`src/rtl/mem_arbiter.sv`:
```
// rtl/mem_arbiter.sv - two-port to one-port memory arbiter, port b priority.
// Define MEM_ARBITER_RR_EN to alternate grants on simultaneous requests.
module mem_arbiter #(
   parameter int WIDTH = 16,
   parameter int MASKW = 2
) (
   input  logic             clk,
   input  logic             reset,
   input  logic             mem_read_a,
   input  logic             mem_write_a,
   input  logic [15:0]      mem_address_a,
   input  logic [WIDTH-1:0] mem_wdata_a,
   input  logic [MASKW-1:0] mem_wmask_a,
   output logic             mem_resp_a,
   output logic [WIDTH-1:0] mem_rdata_a,
   input  logic             mem_read_b,
   input  logic             mem_write_b,
   input  logic [15:0]      mem_address_b,
   input  logic [WIDTH-1:0] mem_wdata_b,
   input  logic [MASKW-1:0] mem_wmask_b,
   output logic             mem_resp_b,
   output logic [WIDTH-1:0] mem_rdata_b,
   output logic             pmem_read,
   output logic             pmem_write,
   output logic [15:0]      pmem_address,
   output logic [WIDTH-1:0] pmem_wdata,
   output logic [MASKW-1:0] pmem_wmask,
   input  logic             pmem_resp,
   input  logic [WIDTH-1:0] pmem_rdata
);

   typedef enum logic [1:0] {IDLE, SERVE_A, SERVE_B} state_t;

   state_t           state;
   state_t           state_next;
   logic             pend_a;
   logic             pend_b;
   logic             grant_b;
   logic             req_read;
   logic             req_write;
   logic [15:0]      req_address;
   logic [WIDTH-1:0] req_wdata;
   logic [MASKW-1:0] req_wmask;

   assign pend_a = mem_read_a | mem_write_a;
   assign pend_b = mem_read_b | mem_write_b;

`ifdef MEM_ARBITER_RR_EN
   // last_grant = 1 means port b won the previous arbitration
   logic last_grant;

   assign grant_b = pend_b & (~pend_a | ~last_grant);

   always_ff @(posedge clk or posedge reset) begin
      if (reset)
         last_grant <= 1'b1;
      else if (state == IDLE && (pend_a || pend_b))
         last_grant <= grant_b;
   end
`else
   assign grant_b = pend_b;
`endif

   always_ff @(posedge clk or posedge reset) begin
      if (reset)
         state <= IDLE;
      else
         state <= state_next;
   end

   always_comb begin
      state_next = state;
      case (state)
         IDLE: begin
            if (grant_b)
               state_next = SERVE_B;
            else if (pend_a)
               state_next = SERVE_A;
         end
         SERVE_A, SERVE_B: begin
            if (pmem_resp)
               state_next = IDLE;
         end
         default: state_next = IDLE;
      endcase
   end

   // A combined read+write request is captured as a write only
   always_ff @(posedge clk or posedge reset) begin
      if (reset) begin
         req_read    <= 1'b0;
         req_write   <= 1'b0;
         req_address <= '0;
         req_wdata   <= '0;
         req_wmask   <= '0;
      end else if (state_next == SERVE_B && state == IDLE) begin
         req_read    <= mem_read_b & ~mem_write_b;
         req_write   <= mem_write_b;
         req_address <= mem_address_b;
         req_wdata   <= mem_wdata_b;
         req_wmask   <= mem_wmask_b;
      end else if (state_next == SERVE_A && state == IDLE) begin
         req_read    <= mem_read_a & ~mem_write_a;
         req_write   <= mem_write_a;
         req_address <= mem_address_a;
         req_wdata   <= mem_wdata_a;
         req_wmask   <= mem_wmask_a;
      end else if (state != IDLE && pmem_resp) begin
         req_read    <= 1'b0;
         req_write   <= 1'b0;
      end
   end

   assign pmem_read    = req_read;
   assign pmem_write   = req_write;
   assign pmem_address = req_address;
   assign pmem_wdata   = req_wdata;
   assign pmem_wmask   = req_wmask;

   assign mem_resp_a  = (state == SERVE_A) & pmem_resp;
   assign mem_resp_b  = (state == SERVE_B) & pmem_resp;
   assign mem_rdata_a = pmem_rdata;
   assign mem_rdata_b = pmem_rdata;

endmodule
```
`config.mk`:
```
export PLATFORM = sky130hd
export DESIGN_NAME = mem_arbiter
export DESIGN_NICKNAME = d
export VERILOG_FILES = /design/src/rtl/mem_arbiter.sv
export SDC_FILE = /design/constraint.sdc
export NUM_CORES = 1
export LEC_CHECK = 0
export CAP_MARGIN = 0
export CORE_UTILIZATION = 35
export DETAILED_ROUTE_END_ITERATION = 7
export PLACE_DENSITY_LB_ADDON = 0.3
export SLEW_MARGIN = 0
export SYNTH_ARGS = -nofsm -noshare
export SYNTH_HDL_FRONTEND = slang
export SYNTH_SLANG_ARGS = --single-unit
```
`constraint.sdc`:
```
create_clock -name clk -period 2.7 [get_ports clk]
set_input_delay 0.54 -clock clk [delete_from_list [all_inputs] [get_ports clk]]
set_output_delay 0.54 -clock clk [all_outputs]
set_load 0.02 [all_outputs]
```
==> flow_summary.ini <==
[yosys]
ys.warnings.count = 0
synth_top_cell_area_share = 0.418
avgSynthCellArea_sq_um = 12.9
synth_ff_type = dfrtp_1
yosys.area.top_type = dfrtp_1
ys_ff_latch = 38
netlist_instances = 177
syn-cell-area_sq_mm = 0.00227
async_flop_share = 1.00
synth_most_common_cell = dfrtp_1
ys_types = 27
synth_edf_count = 0
synthTopCellsByArea = dfrtp_1, mux2_1, mux2_2, buf_4, ha_1
synth_nets = 272
ys_seq_area_frac = 0.418
ys_top_cells_by_count = dfrtp_1, buf_4, mux2_1, mux2_2

[cts]
postCtsSetupRepairBufs = 0
cts_hold_buf = 0
cts_root_buf = clkbuf_8
cts_tree = built
htreeDepth = 2
insertion_delay_ns = 0.28
cts_resized = 0
cts.path.max_buffers = 2
cts_sinks = 38
clkTransAtPathRegs_ns = 0.07
numCtsBuffers = 5

[routing]
drc = 0
num_vias = 1608
drt_wl_total_mm = 4.53
ant_nets = 0
dr.max_layer_used = met4
vias_per_cell = 4.66
drt_first_pass_iters = 5
wl_met1_mm = 1.73
drtIter0Drc = 32
wl_met3_um = 429
wl_met2_mm = 2.32
wl_per_cell_um = 13.1

[floorplanning]
row_count = 29
core-area_sq_mm = 0.00631
die_w_um = 82.6
pin_count = 161
die-area_sq_mm = 0.00683
initial_core_util = 0.360
die_y_um = 82.6

[critical_path]
critical_path.slowest_cell = clkdlybuf4s50_1
crit_family = simple AND/OR/NAND/NOR gates
path_class = in2reg
required_ns = 2.87
path_cells = clkdlybuf4s50_1 > or3_4 > a31oi_4 > and3_2 > buf_12 > mux2_2 > mux2_1
end_kind = flip-flop
critPathBufInv = 2
critical_path_arrival_ns = 2.59
crit_path_start_kind = input port
max_stage_delay_ns = 0.43
path_max_fanout = 19

[sta]
maxSlewHeadroom = 0.686
period_minus_slack_ns = 2.42
setup_viol = 0
worst_pin_slew_ns = 0.471
fmax_ghz = 0.413
finClkSkew_ns = 0.00512
whs_ns = 0.500
postLayoutSetupSlackWorst_ns = 0.276
finalCritPeriodShare = 0.898
rsz0062_at_grt = false
drv_slew = 0
hold_viol = 0

[cells_and_area]
antennaDiodeCount = 0
layout-drive-gt1-share = 0.209
area_growth_pct = 49.0
fillers = 585
nNetsFinal = 362

[global_routing]
grt_max_degree = 39
grt_pass1_wl_mm = 6.98
grt-ovfl-total = 0
track_usage = 0.136
antenna_found_initial = 0
grt_pass1_vias = 1592

[power]
power_switching_w = 0.00133
power_frac_comb = 0.623
power.internal_w = 0.00240
p_sw_frac = 0.356
power.share.clock = 0.105
p_per_area_mw_per_mm2 = 1100
seq_power_share = 0.272
vdd_drop_max_mv = 0.529
p_leak_nw = 1.39

[place]
place_ws_ns = -0.0281
hpwl_mm = 3.50
gp_congestion = 0.844
portBuffers = 112

[status]
outcome = finished clean

[flow_run]
max-cap-violations = 0

[hold_path]
hold_path.class = reg2reg
## cells by family after synthesis
logic type | count (synthesis) | synth area share
mux | 68 | 0.337
buf+inv | 43 | 0.142
flops | 38 | 0.418
simple gates | 16 | 0.0440
compound gates | 7 | 0.0336
fa+ha+maj | 4 | 0.0220
xor+xnor | 1 | 0.00385
## per-stage QoR
step / util / power [W] / cells / area (sq um) / setup TNS (ns)
floorplan: - / 0.00254 / 177 / 2270 / 0
global placement: 0.522 / 0.00337 / 337 / 3300 / -0.000540
detailed placement: 0.522 / 0.00341 / 337 / 3300 / -0.207
CTS: 0.537 / 0.00382 / 345 / 3390 / 0
global route: 0.537 / 0.00401 / 345 / 3390 / 0
finish: 0.537 / 0.00373 / 345 / 3390 / 0
## final timing paths
kind,startpoint,to,slack [ns],cells past startpoint
max,mem_read_a,pmem_wdata[12]$_DFFE_PP0P_,0.28,7
min,pmem_wdata[12]$_DFFE_PP0P_,pmem_wdata[12]$_DFFE_PP0P_,0.50,1
max reg2reg,state[0]$_DFF_PP0_,pmem_wdata[12]$_DFFE_PP0P_,0.34,7
min reg2reg,pmem_wdata[12]$_DFFE_PP0P_,pmem_wdata[12]$_DFFE_PP0P_,0.50,1
max in group asynchronous,reset,pmem_wdata[1]$_DFFE_PP0P_,1.69,3
min in group asynchronous,reset,pmem_address[3]$_DFFE_PP0P_,0.67,3
## routing by layer
layer,vias up,global-route usage
met2,67,0.241
met5,-,0
met1,774,0.152
li1,758,-
met3,9,0.0429
met4,0,0.0483
## sequential cells by signal, indices dropped and copies added (netlist names)
signal	flops
pmem_wdata	16
state	2
pmem_read	1
pmem_write	1
pmem_address	16
pmem_wmask	2
## cells in the final DEF (no fill, tap or decap), types with 3 or more instances in the layout
master	synthesis	final
nor2_1	3	3
inv_1	4	4
buf_12	0	3
clkdlybuf4s50_1	0	112
mux2_1	34	34
mux2_2	34	34
clkbuf_8	0	6
ha_1	4	4
dfrtp_1	38	38
buf_4	34	7
## worst reg2reg max path: cells and delay by family, from the launching register on
family	cells	cell delay (ns)
simple gates	2	0.67
mux	2	0.61
flops	1	0.43
buf+inv	2	0.28
fa+ha+maj	1	0.27
## layout make-up
| class | instances | area (sq um) | share of cell area |
|---|---|---|---|
| Clock buffer | 7 | 86.3 | 0.0255 |
| Multi-Input combinational cell | 96 | 1000 | 0.296 |
| Inverter | 4 | 15.0 | 0.00443 |
| Clock inverter | 1 | 5.00 | 0.00148 |
| Timing Repair Buffer | 122 | 1230 | 0.364 |
| Tap cell | 77 | 96.3 | 0.0284 |
| Sequential cell | 38 | 951 | 0.281 |
## power by group through the flow
stage          logic (W)  registers [W]  clock network (W)
3_3_place_gp     0.00235        0.00102                  0
4_1_cts          0.00239        0.00102           0.000410
3_5_place_dp     0.00238        0.00103                  0
2_1_floorplan    0.00118        0.00136                  0
5_1_grt          0.00251        0.00106           0.000440
6_report         0.00233        0.00102           0.000391
No activity file was read; power rests on OpenSTA's default activity.
